File: src/rtl/rca_addsub_if.sv
// rtl/rca_addsub_if.sv - operand/result handshake bundle for the pipelined adder/subtractor
interface rca_addsub_if #(
    parameter int WIDTH = 8
);
    logic             in_valid;
    logic             in_ready;
    logic [WIDTH-1:0] a;
    logic [WIDTH-1:0] b;
    logic             sub;
    logic             out_valid;
    logic             out_ready;
    logic [WIDTH-1:0] sum;
    logic             cout;
    logic             ovf;

    // Operand producer and result consumer side
    modport master (
        output in_valid, a, b, sub, out_ready,
        input  in_ready, out_valid, sum, cout, ovf
    );

    // Arithmetic block side
    modport slave (
        input  in_valid, a, b, sub, out_ready,
        output in_ready, out_valid, sum, cout, ovf
    );
endinterface

File: src/rtl/rca_addsub_pipe.sv
// rtl/rca_addsub_pipe.sv - pipelined ripple-carry adder/subtractor with valid/ready flow control
module rca_addsub_pipe #(
    parameter int WIDTH  = 8,
    parameter int STAGES = 2
) (
    input  logic         clk,
    input  logic         rst_n,
    rca_addsub_if.slave  io
);
    localparam int SEG = WIDTH / STAGES;

    if (WIDTH < 2 || (WIDTH % STAGES) != 0) begin : g_bad_params
        $error("rca_addsub_pipe: WIDTH must be >= 2 and divisible by STAGES");
    end

    // Per-stage registers: valid bit, skew-delayed operands, completed low slices, segment carry
    logic [STAGES-1:0] vld_q, vld_d;
    logic [STAGES-1:0] cry_q, cry_d;
    logic [WIDTH-1:0]  opa_q [STAGES];
    logic [WIDTH-1:0]  opa_d [STAGES];
    logic [WIDTH-1:0]  opb_q [STAGES];
    logic [WIDTH-1:0]  opb_d [STAGES];
    logic [WIDTH-1:0]  res_q [STAGES];
    logic [WIDTH-1:0]  res_d [STAGES];
    logic              ovf_q, ovf_d;

    // Inputs seen by each stage's segment adder
    logic [WIDTH-1:0]  st_a [STAGES];
    logic [WIDTH-1:0]  st_b [STAGES];
    logic [WIDTH-1:0]  st_r [STAGES];
    logic [STAGES-1:0] st_c;
    logic [STAGES-1:0] st_v;

    logic              en;
    logic              rc;
    logic              rc_msb;
    logic [WIDTH-1:0]  rsum;

    // Whole pipeline advances unless a finished result is waiting on the consumer
    assign en           = !(vld_q[STAGES-1] && !io.out_ready);
    assign io.in_ready  = en;
    assign io.out_valid = vld_q[STAGES-1];
    assign io.sum       = res_q[STAGES-1];
    assign io.cout      = cry_q[STAGES-1];
    assign io.ovf       = ovf_q;

    // Stage 0 takes the ports (b inverted and cin=1 for subtract); later stages take the previous register
    always_comb begin
        st_a[0] = io.a;
        st_b[0] = io.sub ? ~io.b : io.b;
        st_c[0] = io.sub;
        st_r[0] = '0;
        st_v[0] = io.in_valid;
        for (int k = 1; k < STAGES; k++) begin
            st_a[k] = opa_q[k-1];
            st_b[k] = opb_q[k-1];
            st_c[k] = cry_q[k-1];
            st_r[k] = res_q[k-1];
            st_v[k] = vld_q[k-1];
        end
    end

    // Ripple each stage's segment and compute next register contents; data only loads with a valid slot
    always_comb begin
        vld_d  = vld_q;
        cry_d  = cry_q;
        opa_d  = opa_q;
        opb_d  = opb_q;
        res_d  = res_q;
        ovf_d  = ovf_q;
        rc     = 1'b0;
        rc_msb = 1'b0;
        rsum   = '0;
        for (int k = 0; k < STAGES; k++) begin
            if (en) begin
                vld_d[k] = st_v[k];
            end
            rc   = st_c[k];
            rsum = st_r[k];
            for (int i = 0; i < SEG; i++) begin
                rc_msb             = rc;
                rsum[k*SEG + i]    = st_a[k][k*SEG + i] ^ st_b[k][k*SEG + i] ^ rc;
                rc                 = (st_a[k][k*SEG + i] & st_b[k][k*SEG + i])
                                   | (rc & (st_a[k][k*SEG + i] ^ st_b[k][k*SEG + i]));
            end
            if (en && st_v[k]) begin
                opa_d[k] = st_a[k];
                opb_d[k] = st_b[k];
                res_d[k] = rsum;
                cry_d[k] = rc;
                if (k == STAGES - 1) begin
                    // rc_msb holds the carry into the MSB after the last iteration
                    ovf_d = rc_msb ^ rc;
                end
            end
        end
    end

    // Pipeline registers; reset drops all in-flight work and clears the visible result
    always_ff @(posedge clk or negedge rst_n) begin
        if (!rst_n) begin
            vld_q <= '0;
            cry_q <= '0;
            ovf_q <= 1'b0;
            for (int k = 0; k < STAGES; k++) begin
                opa_q[k] <= '0;
                opb_q[k] <= '0;
                res_q[k] <= '0;
            end
        end else begin
            vld_q <= vld_d;
            cry_q <= cry_d;
            ovf_q <= ovf_d;
            for (int k = 0; k < STAGES; k++) begin
                opa_q[k] <= opa_d[k];
                opb_q[k] <= opb_d[k];
                res_q[k] <= res_d[k];
            end
        end
    end
endmodule

File: src/flat_wrapper.sv
// flat-port wrapper written by rule: the top's interface ports become plain ports
module rca_addsub_pipe_flat 
#(
    parameter int WIDTH  = 8,
    parameter int STAGES = 2
)
  (clk, rst_n, io_in_valid, io_a, io_b, io_sub, io_out_ready, io_in_ready, io_out_valid, io_sum, io_cout, io_ovf);
  rca_addsub_if #(.WIDTH(WIDTH)) io_i ();
  input  logic clk;
  input  logic rst_n;
  input wire logic [$bits(io_i.in_valid)-1:0] io_in_valid;
  input wire logic [$bits(io_i.a)-1:0] io_a;
  input wire logic [$bits(io_i.b)-1:0] io_b;
  input wire logic [$bits(io_i.sub)-1:0] io_sub;
  input wire logic [$bits(io_i.out_ready)-1:0] io_out_ready;
  output wire logic [$bits(io_i.in_ready)-1:0] io_in_ready;
  output wire logic [$bits(io_i.out_valid)-1:0] io_out_valid;
  output wire logic [$bits(io_i.sum)-1:0] io_sum;
  output wire logic [$bits(io_i.cout)-1:0] io_cout;
  output wire logic [$bits(io_i.ovf)-1:0] io_ovf;
  assign io_i.in_valid = io_in_valid;
  assign io_i.a = io_a;
  assign io_i.b = io_b;
  assign io_i.sub = io_sub;
  assign io_i.out_ready = io_out_ready;
  assign io_in_ready = io_i.in_ready;
  assign io_out_valid = io_i.out_valid;
  assign io_sum = io_i.sum;
  assign io_cout = io_i.cout;
  assign io_ovf = io_i.ovf;
  rca_addsub_pipe #(.WIDTH(WIDTH), .STAGES(STAGES)) u_core (.clk(clk), .rst_n(rst_n), .io(io_i));
endmodule
File: config.mk
export PLATFORM = sky130hd
export DESIGN_NAME = rca_addsub_pipe_flat
export DESIGN_NICKNAME = d
export VERILOG_FILES = /design/src/rtl/rca_addsub_if.sv /design/src/rtl/rca_addsub_pipe.sv /design/src/flat_wrapper.sv
export SDC_FILE = /design/constraint.sdc
export NUM_CORES = 1
export LEC_CHECK = 0
export CELL_PAD_IN_SITES_DETAIL_PLACEMENT = 1
export CELL_PAD_IN_SITES_GLOBAL_PLACEMENT = 1
export CORE_MARGIN = 2
export CORE_UTILIZATION = 38
export DETAILED_ROUTE_END_ITERATION = 12
export PLACE_DENSITY = 0.75
export SKIP_LAST_GASP = 1
export SLEW_MARGIN = 0
export SYNTH_ARGS = -nofsm -noshare
export SYNTH_HDL_FRONTEND = slang
export SYNTH_SLANG_ARGS = --single-unit
File: constraint.sdc
create_clock -name clk -period 2.95 [get_ports clk]
set_input_delay 0.4425 -clock clk [delete_from_list [all_inputs] [get_ports clk]]
set_output_delay 0.4425 -clock clk [all_outputs]
set_load 0.05 [all_outputs]
# Yosys cells after proc, flatten, opt, wreduce, memory -nomap -nowiden
# Cells that the tools add are included.
[classes]
n_mux = 1
n_reduce_logical = 5
bitwise_logic = 42
[op_table]
columns = ["cell", "n"]
rows = [
  ["$xor A1 B1 Y1", 17],
  ["$and A1 B1 Y1", 16],
  ["$mux W8", 1],
  ["$not A8 Y8", 1],
  ["$or A1 B1 Y1", 8],
  ["$logic_and A1 B1 Y1", 3],
  ["$logic_not A1 Y1", 2],
]
[word_totals]
regBits = 33
out_inout_bits = 12

# Longest topological paths before layout
[logic_depth]
word_depth = 11
ltp_mapped = 9

# Worst setup path after synthesis
# OpenSTA, ideal clock, no wires.
[synth_path]
path_type = "input to register"
from = "in io_sub"
to = "reg u_core.res_q[11] (netlist bit)"
path_slack_ps = 581
path_stages = 7
path_buffers = 1
t_arrival_ps = 2244
path_cell_list = "buf_2 > xnor2_1 > fa_1 > fa_1 > inv_1 > fa_1 > mux2_4"
[synth_between]
elab_chain_cells = 9
word_cells_on_any_way = 15
cone_classes = "mux: 1; bitwise: 14"
[synth_lines]
columns = ["element", "line_no", "rtl"]
rows = [
  ["start, declared", "flat_wrapper.sv:14", "input wire logic [$bits(io_i.sub)-1:0] io_sub;"],
  ["$mux W8", "rca_addsub_pipe.sv:50", "st_b[0] = io.sub ? ~io.b : io.b;"],
  ["$xor A1 B1 Y1", "rca_addsub_pipe.sv:84", "| (rc & (st_a[k][k*SEG + i] ^ st_b[k][k*SEG + i]));"],
  ["$and A1 B1 Y1", "rca_addsub_pipe.sv:84", ""],
  ["$or A1 B1 Y1", "rca_addsub_pipe.sv:84", ""],
  ["$and A1 B1 Y1", "rca_addsub_pipe.sv:84", ""],
  ["$or A1 B1 Y1", "rca_addsub_pipe.sv:84", ""],
  ["$and A1 B1 Y1", "rca_addsub_pipe.sv:84", ""],
  ["$or A1 B1 Y1", "rca_addsub_pipe.sv:84", ""],
  ["$xor A1 B1 Y1 *", "rca_addsub_pipe.sv:82", "rsum[k*SEG + i] = st_a[k][k*SEG + i] ^ st_b[k][k*SEG + i] ^ rc;"],
  ["end signal, assigned by index", "rca_addsub_pipe.sv:117", "res_q[k] <= res_d[k];"],
  ["end, declared", "rca_addsub_pipe.sv:23", "logic [WIDTH-1:0] res_q [STAGES];"],
]
# Every way passes the cells marked *; elsewhere a longest branch is shown, timed or not.
# A chain may end at the register's enable or synchronous reset.

# Final worst setup path
# Same ends and word-level chain as after synthesis.

==> impl_results.md <==
- Outcome: finished, final reports clean
- Non-filler cells, final: 170
- Post-route minimum period: 2.48 ns
- Worst setup endpoint: u_core.res_q[11]$_DFFE_PN0P_
- CTS Root Cell: clkbuf_4
- Clock-pin slew on the worst setup and hold paths: 0.13 ns
- Reg2Reg Depth: 9
- CTS sink count: 25
- CTS Buf Count: 3
- Placed cells: 166
- Gate Count Post-Synth: 96
- Detailed-route via count: 757
- Ports: 33
- Peak supply drop: 0.000241 V
- Post-Syn Area: 1300 µm²
- GRT busiest layer: met2
- Hpwl dp: 1800 µm
- DR iter-0 viols: 7
- Worst reg2reg setup slack: 0.65 ns
- Vias in the first global route: 869
- First-pass GRT wire length: 3770 µm
- Fmax: 403 MHz
- WL final: 2240 µm
- Antenna Cells: 0
- Max Cap Viol: 0
- Initial antenna violation count: 0
- Post-CTS sizing: 0
- Layout fillers: 370
- Core area: 3310 µm²
- RSZ-0062 raised after global routing: no
- Met2 GRT Util: 0.258
- Clk_skew: 0.00650 ns
- PortBufs: 32
- Mean Syn Cell Area: 13.5 µm²
- Total die area: 3910 µm²
- Die height: 62.5 µm
- Final count of negative-setup-slack endpoints: 0
- Total GRT Usage: 0.127
- Hold WC Path Type: primary input to async pin
- Initial Util: 0.393
- Most common cell after layout, fill and taps aside: clkdlybuf4s50_1
- Layout cell share with drive strength beyond 1: 0.194
- GR Overflow Total: 0
- P&R area growth vs syn: 26.4%
- Synth warnings: 0
- RD Place Congestion: 0.680
- Critical path class: primary input to register
- FP Rows: 21
- Slew HR: 0.653
- Reg2Reg Capture Point: u_core.io.ovf$_DFFE_PN0P_
- Synth cell types: 16
- Crit path DAT: 2.71 ns
- DRT Pass-1 Iters: 2
- Htree depth: 1
- Tightest Pin Transition: 0.519 ns
- Worst-Skew Late Latency: 0.32 ns
- RR Startpoint: u_core.opb_q[12]$_DFFE_PN0P_
- Setup bufs post-CTS: 0
- Syn nets: 124
- DRC: 0
- Largest net degree at the start of global routing: 26
- Grt met1 use: 0.122
- Most frequent cells in the layout: clkdlybuf4s50_1, dfrtp_1, inv_1
- CTS tree: built
- Met3 GRT Util: 0.0108
- Crit. End Element: register
- P per Cell Area: 842 nW/µm²
- Leakage: 0.772 nW
- Final count of hold timing violations: 0
- Sequential share of the synthesized area: 0.481
- DR WL/cell: 13.2 µm
- Final cycle utilization of the critical path: 0.841
- Crit Path Max Fanout: 4
- Fin. max-slew vios: 0
- CP required: 3.17 ns
- Synthesis-stage register bit count: 25
- Setup TNS: 0 ns
- Number of nets in the layout: 153
- CTS Hold Bufs: 0
- Startpoint types: primary input
- Routed Antenna Nets: 0
- Chip width: 62.5 µm
- Vias/cell: 4.45
- Clock Path Buffers: 2
- Worst Setup SP: io_sub
-- power breakdown --
part	total (W)	switching (W)	internal (W)
registers	0.000522	0.0000627	0.000459
clock network	0.000154	0.000101	0.0000530
logic	0.000707	0.000416	0.000291
total	0.00138	0.000579	0.000804
-- cells in the mapped netlist --
library cell	number	area [µm²]
nand2_2	1	6.26
fa_1	7	140
mux2_4	5	75.1
buf_4	8	60.1
buf_2	1	5.00
mux2_2	11	124
nand2b_4	1	13.8
inv_1	16	60.1
dfrtp_1	25	626
buf_6	1	11.3
nand2_4	1	11.3
o21ai_0	1	5.00
xor2_1	4	35.0
xnor2_1	5	43.8
mux2i_1	8	80.1
nand2_1	1	3.75
-- flip-flops by register name, summed over array words and instances (netlist names) --
| name | cells |
|---|---|
| u_core.opb_q | 4 |
| u_core.io.sum | 8 |
| u_core.cry_q | 2 |
| u_core.res_q | 4 |
| u_core.vld_q | 2 |
| u_core.opa_q | 4 |
| u_core.io.ovf | 1 |
-- layout make-up --
cell class | instances | area [µm²] | share of cell area
inverter | 16 | 60.1 | 0.0366
timing repair buffer | 34 | 335 | 0.204
clock buffer | 4 | 26.3 | 0.0160
sequential | 25 | 626 | 0.381
multi-input combinational | 45 | 538 | 0.327
tap | 46 | 57.6 | 0.0350
-- layer usage --
| layer | up-vias | wire length, µm |
|---|---|---|
| met5 | - | 0 |
| met4 | 0 | 55 |
| met3 | 5 | 62 |
| met2 | 18 | 1320 |
| met1 | 386 | 803 |
| li1 | 348 | - |
-- per-stage QoR --
stage	utilization	setup slack [ns]	total power, W	hold WS (ns)	instance area [µm²]
after floorplan	-	0.581	0.00108	0.147	1300
after global placement	0.488	0.188	0.00122	0.470	1620
after detailed placement	0.488	0.0876	0.00125	0.495	1620
after CTS	0.496	0.442	0.00140	0.468	1640
after global routing	0.496	0.417	0.00147	0.484	1640
final	0.496	0.468	0.00138	0.458	1640
-- cells by family (layout without fill, tap and decap cells) --
logic type / after synthesis / after routing / synth area share
buffers and inverters: 26 / 54 / 0.105
DFF: 25 / 25 / 0.481
and+or+nand+nor: 4 / 4 / 0.0269
muxes: 24 / 24 / 0.215
AOI/OAI and AO/OA: 1 / 1 / 0.00385
adders and majority gates: 7 / 7 / 0.108
xor gates and xnor gates: 9 / 9 / 0.0606
-- worst max-delay path: stages --
cell	delay, ns
clkdlybuf4s50_1	0.57
xnor2_1	0.12
fa_1	0.43
fa_1	0.38
inv_1	0.08
fa_1	0.41
mux2_4	0.28
-- how the worst min path moves through the flow --
| stage | start | cells after the start | slack [ns] | end |
|---|---|---|---|---|
| after global placement | u_core.vld_q[0]$_DFFE_PN0N_ | 2 | 0.47 | u_core.vld_q[1]$_DFFE_PN0N_ |
| after detailed placement | u_core.vld_q[0]$_DFFE_PN0N_ | 2 | 0.49 | u_core.vld_q[1]$_DFFE_PN0N_ |
| final | rst_n | 2 | 0.46 | u_core.res_q[11]$_DFFE_PN0P_ |
| after floorplan | rst_n | 0 | 0.15 | u_core.cry_q[0]$_DFFE_PN0P_ |
| after CTS | rst_n | 2 | 0.47 | u_core.res_q[11]$_DFFE_PN0P_ |
| after global routing | rst_n | 2 | 0.48 | u_core.opa_q[13]$_DFFE_PN0P_ |
No activity file was read; power rests on OpenSTA's default activity.
